==> src/rtl/dmem_ctrl_if.sv <==
// Request/response channel between one requester (core or loader) and dmem_ctrl.
interface dmem_ctrl_if;
    logic        req_valid;
    logic        req_ready;
    logic        req_we;
    logic [31:0] req_addr;
    logic [3:0]  req_be;
    logic [31:0] req_wdata;
    logic        rsp_valid;
    logic [31:0] rsp_rdata;
    logic        rsp_err;

    modport master (
        output req_valid, req_we, req_addr, req_be, req_wdata,
        input  req_ready, rsp_valid, rsp_rdata, rsp_err
    );

    modport slave (
        input  req_valid, req_we, req_addr, req_be, req_wdata,
        output req_ready, rsp_valid, rsp_rdata, rsp_err
    );
endinterface

==> src/rtl/dmem_ctrl.sv <==
// Two-port arbiter/sequencer for the single-port data memory; partial stores use read-modify-write.
// Define DMEM_CTRL_RR_EN for round-robin arbitration; otherwise port 0 has fixed priority.
module dmem_ctrl #(
    parameter int DEPTH = 2048,
    parameter int AW    = 11
) (
    input  logic          clk,
    input  logic          rst,
    dmem_ctrl_if.slave    p0,
    dmem_ctrl_if.slave    p1,
    output logic          mem_wr_en,
    output logic [AW-1:0] mem_addr,
    output logic [31:0]   mem_wdata,
    input  logic [31:0]   mem_rdata
);

    localparam logic [1:0] S_IDLE   = 2'd0;
    localparam logic [1:0] S_ACCESS = 2'd1;
    localparam logic [1:0] S_RMW_WR = 2'd2;
    localparam logic [1:0] S_RESP   = 2'd3;

    localparam logic [31:0] ADDR_LIMIT = 32'(DEPTH * 4);

    logic [1:0]  state;
    logic        cur_port;
    logic        cur_we;
    logic        cur_oor;
    logic [3:0]  cur_be;
    logic [31:0] cur_wdata;
    logic        wr_en_q;
    logic [1:0]  rsp_valid_q;
    logic        rsp_err_q;
    logic [31:0] rsp_rdata_q;

    logic        grant1;
    logic        accept;
    logic        sel_we;
    logic [31:0] sel_addr;
    logic [3:0]  sel_be;
    logic [31:0] sel_wdata;
    logic        sel_oor;
    logic        partial;
    logic [31:0] merged;

`ifdef DMEM_CTRL_RR_EN
    logic last_grant;

    // last_grant resets to 1 so the first contention goes to port 0
    always_ff @(posedge clk) begin
        if (rst)
            last_grant <= 1'b1;
        else if (accept)
            last_grant <= grant1;
    end

    assign grant1 = p1.req_valid && (!p0.req_valid || (last_grant == 1'b0));
`else
    assign grant1 = p1.req_valid && !p0.req_valid;
`endif

    assign accept       = (state == S_IDLE) && !rst && (p0.req_valid || p1.req_valid);
    assign p0.req_ready = accept && !grant1;
    assign p1.req_ready = accept && grant1;

    assign sel_we    = grant1 ? p1.req_we    : p0.req_we;
    assign sel_addr  = grant1 ? p1.req_addr  : p0.req_addr;
    assign sel_be    = grant1 ? p1.req_be    : p0.req_be;
    assign sel_wdata = grant1 ? p1.req_wdata : p0.req_wdata;
    assign sel_oor   = (sel_addr >= ADDR_LIMIT);

    assign partial = cur_we && !cur_oor && (cur_be != 4'h0) && (cur_be != 4'hF);

    always_comb begin
        merged = mem_rdata;
        for (int i = 0; i < 4; i++) begin
            if (cur_be[i])
                merged[8*i +: 8] = cur_wdata[8*i +: 8];
        end
    end

    // Write strobe and responses are masked while rst is high so an abandoned access has no effect
    assign mem_wr_en = wr_en_q && !rst;

    assign p0.rsp_valid = rsp_valid_q[0] && !rst;
    assign p0.rsp_err   = p0.rsp_valid && rsp_err_q;
    assign p0.rsp_rdata = p0.rsp_valid ? rsp_rdata_q : 32'h0;
    assign p1.rsp_valid = rsp_valid_q[1] && !rst;
    assign p1.rsp_err   = p1.rsp_valid && rsp_err_q;
    assign p1.rsp_rdata = p1.rsp_valid ? rsp_rdata_q : 32'h0;

    always_ff @(posedge clk) begin
        if (rst) begin
            state       <= S_IDLE;
            cur_port    <= 1'b0;
            cur_we      <= 1'b0;
            cur_oor     <= 1'b0;
            cur_be      <= 4'h0;
            cur_wdata   <= 32'h0;
            wr_en_q     <= 1'b0;
            mem_addr    <= '0;
            mem_wdata   <= 32'h0;
            rsp_valid_q <= 2'b00;
            rsp_err_q   <= 1'b0;
            rsp_rdata_q <= 32'h0;
        end else begin
            case (state)
                S_IDLE: begin
                    if (accept) begin
                        state     <= S_ACCESS;
                        cur_port  <= grant1;
                        cur_we    <= sel_we;
                        cur_oor   <= sel_oor;
                        cur_be    <= sel_be;
                        cur_wdata <= sel_wdata;
                        mem_addr  <= sel_addr[AW+1:2];
                        // Full-word stores write directly during ACCESS
                        if (sel_we && (sel_be == 4'hF) && !sel_oor) begin
                            wr_en_q   <= 1'b1;
                            mem_wdata <= sel_wdata;
                        end
                    end
                end
                S_ACCESS: begin
                    wr_en_q <= 1'b0;
                    if (partial) begin
                        state     <= S_RMW_WR;
                        wr_en_q   <= 1'b1;
                        mem_wdata <= merged;
                    end else begin
                        state                 <= S_RESP;
                        rsp_valid_q[cur_port] <= 1'b1;
                        rsp_err_q             <= cur_oor;
                        rsp_rdata_q           <= (!cur_we && !cur_oor) ? mem_rdata : 32'h0;
                    end
                end
                S_RMW_WR: begin
                    wr_en_q               <= 1'b0;
                    state                 <= S_RESP;
                    rsp_valid_q[cur_port] <= 1'b1;
                    rsp_err_q             <= 1'b0;
                    rsp_rdata_q           <= 32'h0;
                end
                default: begin
                    state       <= S_IDLE;
                    rsp_valid_q <= 2'b00;
                    rsp_err_q   <= 1'b0;
                    rsp_rdata_q <= 32'h0;
                end
            endcase
        end
    end

endmodule

==> src/flat_wrapper.sv <==
// flat-port wrapper written by rule: the top's interface ports become plain ports
module dmem_ctrl_flat 
#(
    parameter int DEPTH = 2048,
    parameter int AW    = 11
)
  (clk, rst, mem_wr_en, mem_addr, mem_wdata, mem_rdata, p0_req_valid, p0_req_we, p0_req_addr, p0_req_be, p0_req_wdata, p0_req_ready, p0_rsp_valid, p0_rsp_rdata, p0_rsp_err, p1_req_valid, p1_req_we, p1_req_addr, p1_req_be, p1_req_wdata, p1_req_ready, p1_rsp_valid, p1_rsp_rdata, p1_rsp_err);
  dmem_ctrl_if p0_i ();
  dmem_ctrl_if p1_i ();
  input  logic clk;
  input  logic rst;
  output logic mem_wr_en;
  output logic [AW-1:0] mem_addr;
  output logic [31:0] mem_wdata;
  input  logic [31:0] mem_rdata;
  input wire logic [$bits(p0_i.req_valid)-1:0] p0_req_valid;
  input wire logic [$bits(p0_i.req_we)-1:0] p0_req_we;
  input wire logic [$bits(p0_i.req_addr)-1:0] p0_req_addr;
  input wire logic [$bits(p0_i.req_be)-1:0] p0_req_be;
  input wire logic [$bits(p0_i.req_wdata)-1:0] p0_req_wdata;
  output wire logic [$bits(p0_i.req_ready)-1:0] p0_req_ready;
  output wire logic [$bits(p0_i.rsp_valid)-1:0] p0_rsp_valid;
  output wire logic [$bits(p0_i.rsp_rdata)-1:0] p0_rsp_rdata;
  output wire logic [$bits(p0_i.rsp_err)-1:0] p0_rsp_err;
  input wire logic [$bits(p1_i.req_valid)-1:0] p1_req_valid;
  input wire logic [$bits(p1_i.req_we)-1:0] p1_req_we;
  input wire logic [$bits(p1_i.req_addr)-1:0] p1_req_addr;
  input wire logic [$bits(p1_i.req_be)-1:0] p1_req_be;
  input wire logic [$bits(p1_i.req_wdata)-1:0] p1_req_wdata;
  output wire logic [$bits(p1_i.req_ready)-1:0] p1_req_ready;
  output wire logic [$bits(p1_i.rsp_valid)-1:0] p1_rsp_valid;
  output wire logic [$bits(p1_i.rsp_rdata)-1:0] p1_rsp_rdata;
  output wire logic [$bits(p1_i.rsp_err)-1:0] p1_rsp_err;
  assign p0_i.req_valid = p0_req_valid;
  assign p0_i.req_we = p0_req_we;
  assign p0_i.req_addr = p0_req_addr;
  assign p0_i.req_be = p0_req_be;
  assign p0_i.req_wdata = p0_req_wdata;
  assign p0_req_ready = p0_i.req_ready;
  assign p0_rsp_valid = p0_i.rsp_valid;
  assign p0_rsp_rdata = p0_i.rsp_rdata;
  assign p0_rsp_err = p0_i.rsp_err;
  assign p1_i.req_valid = p1_req_valid;
  assign p1_i.req_we = p1_req_we;
  assign p1_i.req_addr = p1_req_addr;
  assign p1_i.req_be = p1_req_be;
  assign p1_i.req_wdata = p1_req_wdata;
  assign p1_req_ready = p1_i.req_ready;
  assign p1_rsp_valid = p1_i.rsp_valid;
  assign p1_rsp_rdata = p1_i.rsp_rdata;
  assign p1_rsp_err = p1_i.rsp_err;
  dmem_ctrl #(.DEPTH(DEPTH), .AW(AW)) u_core (.clk(clk), .rst(rst), .p0(p0_i), .p1(p1_i), .mem_wr_en(mem_wr_en), .mem_addr(mem_addr), .mem_wdata(mem_wdata), .mem_rdata(mem_rdata));
endmodule
==> config.mk <==
export PLATFORM = sky130hd
export DESIGN_NAME = dmem_ctrl_flat
export DESIGN_NICKNAME = d
export VERILOG_FILES = /design/src/rtl/dmem_ctrl_if.sv /design/src/rtl/dmem_ctrl.sv /design/src/flat_wrapper.sv
export SDC_FILE = /design/constraint.sdc
export NUM_CORES = 1
export LEC_CHECK = 0
export ABC_AREA = 1
export CAP_MARGIN = 20
export CORE_MARGIN = 2
export CORE_UTILIZATION = 45
export DETAILED_ROUTE_END_ITERATION = 7
export HOLD_SLACK_MARGIN = 0.12
export PLACE_DENSITY = 0.85
export SYNTH_ARGS = -nofsm -noshare
export SYNTH_HDL_FRONTEND = slang
export SYNTH_SLANG_ARGS = --single-unit
==> constraint.sdc <==
create_clock -name clk -period 3.5 [get_ports clk]
set_input_delay 0.35 -clock clk [delete_from_list [all_inputs] [get_ports clk]]
set_output_delay 0.35 -clock clk [all_outputs]
set_load 0.02 [all_outputs]
==> tab_implementation.tex <==
\begin{tabular}{lr}
\hline
Metric & Value \\
\hline
\multicolumn{2}{l}{\textbf{Status}} \\
\quad Run status & finished clean \\
\multicolumn{2}{l}{\textbf{Synth}} \\
\quad Average cell area after synthesis & approximately 6.5 um\^{}2 \\
\quad Combined area of all synthesized cells & 6172 um\^{}2 \\
\quad Warnings, synthesis & 0 \\
\quad Net Count, Synth & approximately 1,100 \\
\quad Synthesized instance count & 955 \\
\quad Number of storage elements in the synthesis netlist & 120 \\
\quad Distinct cell type count of the synthesized netlist & 28 \\
\quad Dominant cells by area after synthesis & sky130\_fd\_sc\_hd\_\_dfxtp\_1, sky130\_fd\_sc\_hd\_\_nand2\_1, sky130\_fd\_sc\_hd\_\_nor2\_1 \\
\quad Primary FF master, synth & sky130\_fd\_sc\_hd\_\_dfxtp\_1 \\
\quad Number of flops mapped to enable cells by yosys & 0 \\
\quad Fraction of registers with async set or reset after synthesis & 0\% \\
\quad Most instantiated library cell after synthesis & sky130\_fd\_sc\_hd\_\_nand2\_1 \\
\quad Sequential-to-total area share from yosys stat & 38.92\% \\
\quad Leading post-synthesis cells by instance count & sky130\_fd\_sc\_hd\_\_nand2\_1, sky130\_fd\_sc\_hd\_\_nor2\_1, sky130\_fd\_sc\_hd\_\_a21oi\_1, sky130\_fd\_sc\_hd\_\_dfxtp\_1, sky130\_fd\_sc\_hd\_\_o21ai\_0 \\
\quad Leading area contributor after synthesis & sky130\_fd\_sc\_hd\_\_dfxtp\_1 \\
\quad Yosys top cell area share & 38.92\% \\
\multicolumn{2}{l}{\textbf{Clocking}} \\
\quad Skew-Pair Late Insertion Delay & 0.41 ns \\
\quad Clock net sink count & between 100 and 150 \\
\quad CTS H-Tree Depth & 4 \\
\quad Clock tree from TritonCTS & done \\
\quad Clock-pin slew reported for the worst setup and hold paths after clock tree synthesis & around 0.050 ns \\
\quad CTS Root Buffer Type & sky130\_fd\_sc\_hd\_\_clkbuf\_16 \\
\quad Cts-stage hold buffer count & 0 \\
\quad CTS max path bufs & 2 \\
\quad Number of clock buffers inserted by TritonCTS & 17 \\
\quad Number of cells upsized or downsized after cts & 0 \\
\quad Setup fix buffers added after clock tree synthesis & 0 \\
\multicolumn{2}{l}{\textbf{Place}} \\
\quad Routability-driven placement congestion ratio & a little over 0.9 \\
\quad Count of port buffers added during placement & between 200 and 300 \\
\quad Half-perimeter wire length after detailed placement & around 16,000 um \\
\multicolumn{2}{l}{\textbf{Global routing}} \\
\quad First-pass GRT wire length & 34,980 um \\
\quad Total congestion overflow & 0 \\
\quad Global routing usage summed across all routing layers & $\sim$30\% \\
\quad Maximum number of pins on one net before global-route repair & 67 \\
\quad Initial antenna violation count & 0 \\
\quad Vias in the first global route & 6,704 \\
\multicolumn{2}{l}{\textbf{Min path}} \\
\quad Endpoint of the worst hold-timing path & u\_core.rsp\_err\_q\$\_SDFFE\_PP0P\_ \\
\quad Worst min-delay path startpoint & rst \\
\quad Type of the tightest min-delay check & primary input to flip-flop \\
\quad Cell depth of the worst hold path & 2 \\
\multicolumn{2}{l}{\textbf{STA}} \\
\quad Worst Tran Pin Value & 1.038 ns \\
\quad Count of final max-slew check failures & 0 \\
\quad Final worst hold slack & 0.2912 ns \\
\quad Headroom to the max-slew limit & slightly above 30\% \\
\quad Share of the cycle needed by the critical path after routing & 87.76\% \\
\quad Unrepaired setup endpoints after global routing & no \\
\quad Final Skew & 0.005914 ns \\
\quad Final Hold Violating Endpoints & 0 \\
\quad Finish-stage setup viols & 0 \\
\quad Max Clk Rate & 325.6 MHz \\
\quad Total negative slack & 0 ns \\
\quad Minimum clock period & 3.071 ns \\
\multicolumn{2}{l}{\textbf{Layout}} \\
\quad Final-stage net count & between 1,000 and 1,500 \\
\quad Antenna diode count & 0 \\
\quad Synthesis-to-layout area growth & 54.88\% \\
\quad Share of post-route cells with drive strength above 1 & 4.538\% \\
\multicolumn{2}{l}{\textbf{Drt}} \\
\quad Total length of routed wires & 22,400 um \\
\quad Total via count after detailed routing & 7,289 \\
\quad Final routed wire length divided by cell count & between 15 and 20 um \\
\quad Number of iterations in the first detailed-routing pass & 5 \\
\quad Via count normalized by instance count & 5.251 \\
\quad Antenna Nets Post-Route & 0 \\
\quad Number of violations reported at the end of detailed-routing iteration 0 & roughly 610 \\
\quad DRC violations left & 0 \\
\multicolumn{2}{l}{\textbf{Die}} \\
\quad I/O pin count & $\sim$290 \\
\quad Full die area & 14,670 um\^{}2 \\
\quad Initial core utilization & 46.42\% \\
\quad Core footprint & around 13,000 um\^{}2 \\
\quad Cell row count & 42 \\
\quad Die span in y & approximately 120 um \\
\quad Chip width & 121.1 um \\
\multicolumn{2}{l}{\textbf{Flow run}} \\
\quad Max Cap Violations & 0 \\
\multicolumn{2}{l}{\textbf{Critical path}} \\
\quad CP Class & flip-flop to output pin \\
\quad Worst reg2reg setup slack & 0.81 ns \\
\quad Data arrival time of the critical path & 2.72 ns \\
\quad Crit path launch type & flip-flop \\
\quad Number of cells on the worst reg-to-reg path & 11 \\
\quad Worst reg2reg startpoint & u\_core.state[1]\$\_SDFFE\_PP0P\_ \\
\quad Worst setup EP type & output pin \\
\quad Biggest fanout along the worst timing path & 13 \\
\quad Required @ worst endpoint & around 3.2 ns \\
\quad R2R Path End & u\_core.mem\_wdata[18]\$\_SDFFE\_PP0P\_ \\
\multicolumn{2}{l}{\textbf{Power}} \\
\quad Total power after layout & about 6.4 mW \\
\quad P\_leak & around 3.8 nW \\
\quad Power density of the placed cells & 668.7 nW/um\^{}2 \\
\quad Maximum resistive drop on vdd & 423.3 uV \\
\hline
\end{tabular}
## logic make-up (layout without fill, tap and decap cells)
family	after synthesis	after routing	share of synthesized area, %
buffers and inverters	144	401	9.893
adder cells (fa/ha/maj)	4	4	0.8109
AO/OA/AOI/OAI	257	257	22.99
flip-flops	120	120	38.92
AND/OR/NAND/NOR	429	429	27.20
multiplexers	1	1	0.1824
## registers in the layout, indices dropped and copies added (netlist names)
name,flops
u_core.state,2
u_core.cur_be,4
u_core.rsp_rdata_q,32
u_core.cur_port,1
u_core.cur_we,1
u_core.wr_en_q,1
u_core.rsp_err_q,1
u_core.cur_wdata,32
u_core.rsp_valid_q,2
u_core.cur_oor,1
u_core.mem_wdata,32
u_core.mem_addr,11
## how the worst max path moves through the flow
stage                                       from                                end  slack [ns]  cells after the start
finish              u_core.state[1]$_SDFFE_PP0P_                       p1_req_ready        0.43                      7
global route        u_core.state[1]$_SDFFE_PP0P_                       p1_req_ready        0.30                      7
CTS                 u_core.state[1]$_SDFFE_PP0P_                       p1_req_ready        0.45                      7
detailed placement                  p1_req_valid  u_core.mem_wdata[22]$_SDFFE_PP0P_        0.55                     10
global placement                    p1_req_valid  u_core.mem_wdata[19]$_SDFFE_PP0P_        0.64                     10
floorplan                                    rst                   p0_rsp_rdata[10]        1.63                      5
## cell type report
type	instances	area (um^2)
multi-input cells	691	3164
well taps	176	220.2
inverters	74	279.0
clock inverters	11	82.58
repair buffers	297	2958
clock buffers	19	452.9
fillers	1134	3736
flip-flops and latches	120	2402
## per-stage QoR
stage | setup WS, ns | instance area (um^2) | utilization [%] | cells
after global placement | 0.6379 | 9024 | 67.87 | 1358
after floorplan | 1.627 | 6172 | - | 955
after CTS | 0.4482 | 9559 | 71.90 | 1388
after detailed placement | 0.5540 | 9024 | 67.87 | 1358
final | 0.4285 | 9559 | 71.90 | 1388
after global routing | 0.3040 | 9559 | 71.90 | 1388
## layer usage
layer / vias to the layer above / wire length (um) / GRT usage [%] / part of all wire, %
met5: - / 0 / 0 / 0
met4: 0 / 507 / 10.83 / 2.3
met3: 41 / 1974 / 7.284 / 8.8
met2: 311 / 10030 / 46.80 / 45
met1: 3321 / 9885 / 41.42 / 44
li1: 3616 / - / - / -
## worst max-delay path, stage by stage, from the launching register on
cell and delay (ns):
sky130_fd_sc_hd__dfxtp_1 0.33, sky130_fd_sc_hd__inv_1 0.12, sky130_fd_sc_hd__ha_1 0.23, sky130_fd_sc_hd__o21ai_1 0.17, sky130_fd_sc_hd__nor2_2 0.53, sky130_fd_sc_hd__nand2_1 0.17
sky130_fd_sc_hd__inv_1 0.13, sky130_fd_sc_hd__clkdlybuf4s50_1 0.63
## cells in the final DEF, fill, tap and decap left out, types with 2 or more instances in the layout
cell,count
sky130_fd_sc_hd__a31oi_1,30
sky130_fd_sc_hd__inv_2,2
sky130_fd_sc_hd__a21oi_1,120
sky130_fd_sc_hd__nor2_1,164
sky130_fd_sc_hd__buf_4,12
sky130_fd_sc_hd__clkbuf_16,17
sky130_fd_sc_hd__inv_1,70
sky130_fd_sc_hd__nand2_1,214
sky130_fd_sc_hd__clkdlybuf4s50_1,282
sky130_fd_sc_hd__nand2_2,3
sky130_fd_sc_hd__dfxtp_1,120
sky130_fd_sc_hd__buf_12,2
sky130_fd_sc_hd__clkinv_2,10
sky130_fd_sc_hd__o21ai_0,72
sky130_fd_sc_hd__nand3_1,43
sky130_fd_sc_hd__clkbuf_8,2
sky130_fd_sc_hd__ha_1,4
sky130_fd_sc_hd__a211oi_1,32
sky130_fd_sc_hd__nand4_1,2
## power breakdown
group          switching [mW]  total (mW)  internal, mW
sequential              0.233        2.08          1.84
clock                   0.605        1.60         0.990
combinational            1.67        2.72          1.05
total                    2.51        6.39          3.88
Power figures use the tool's default switching activity.
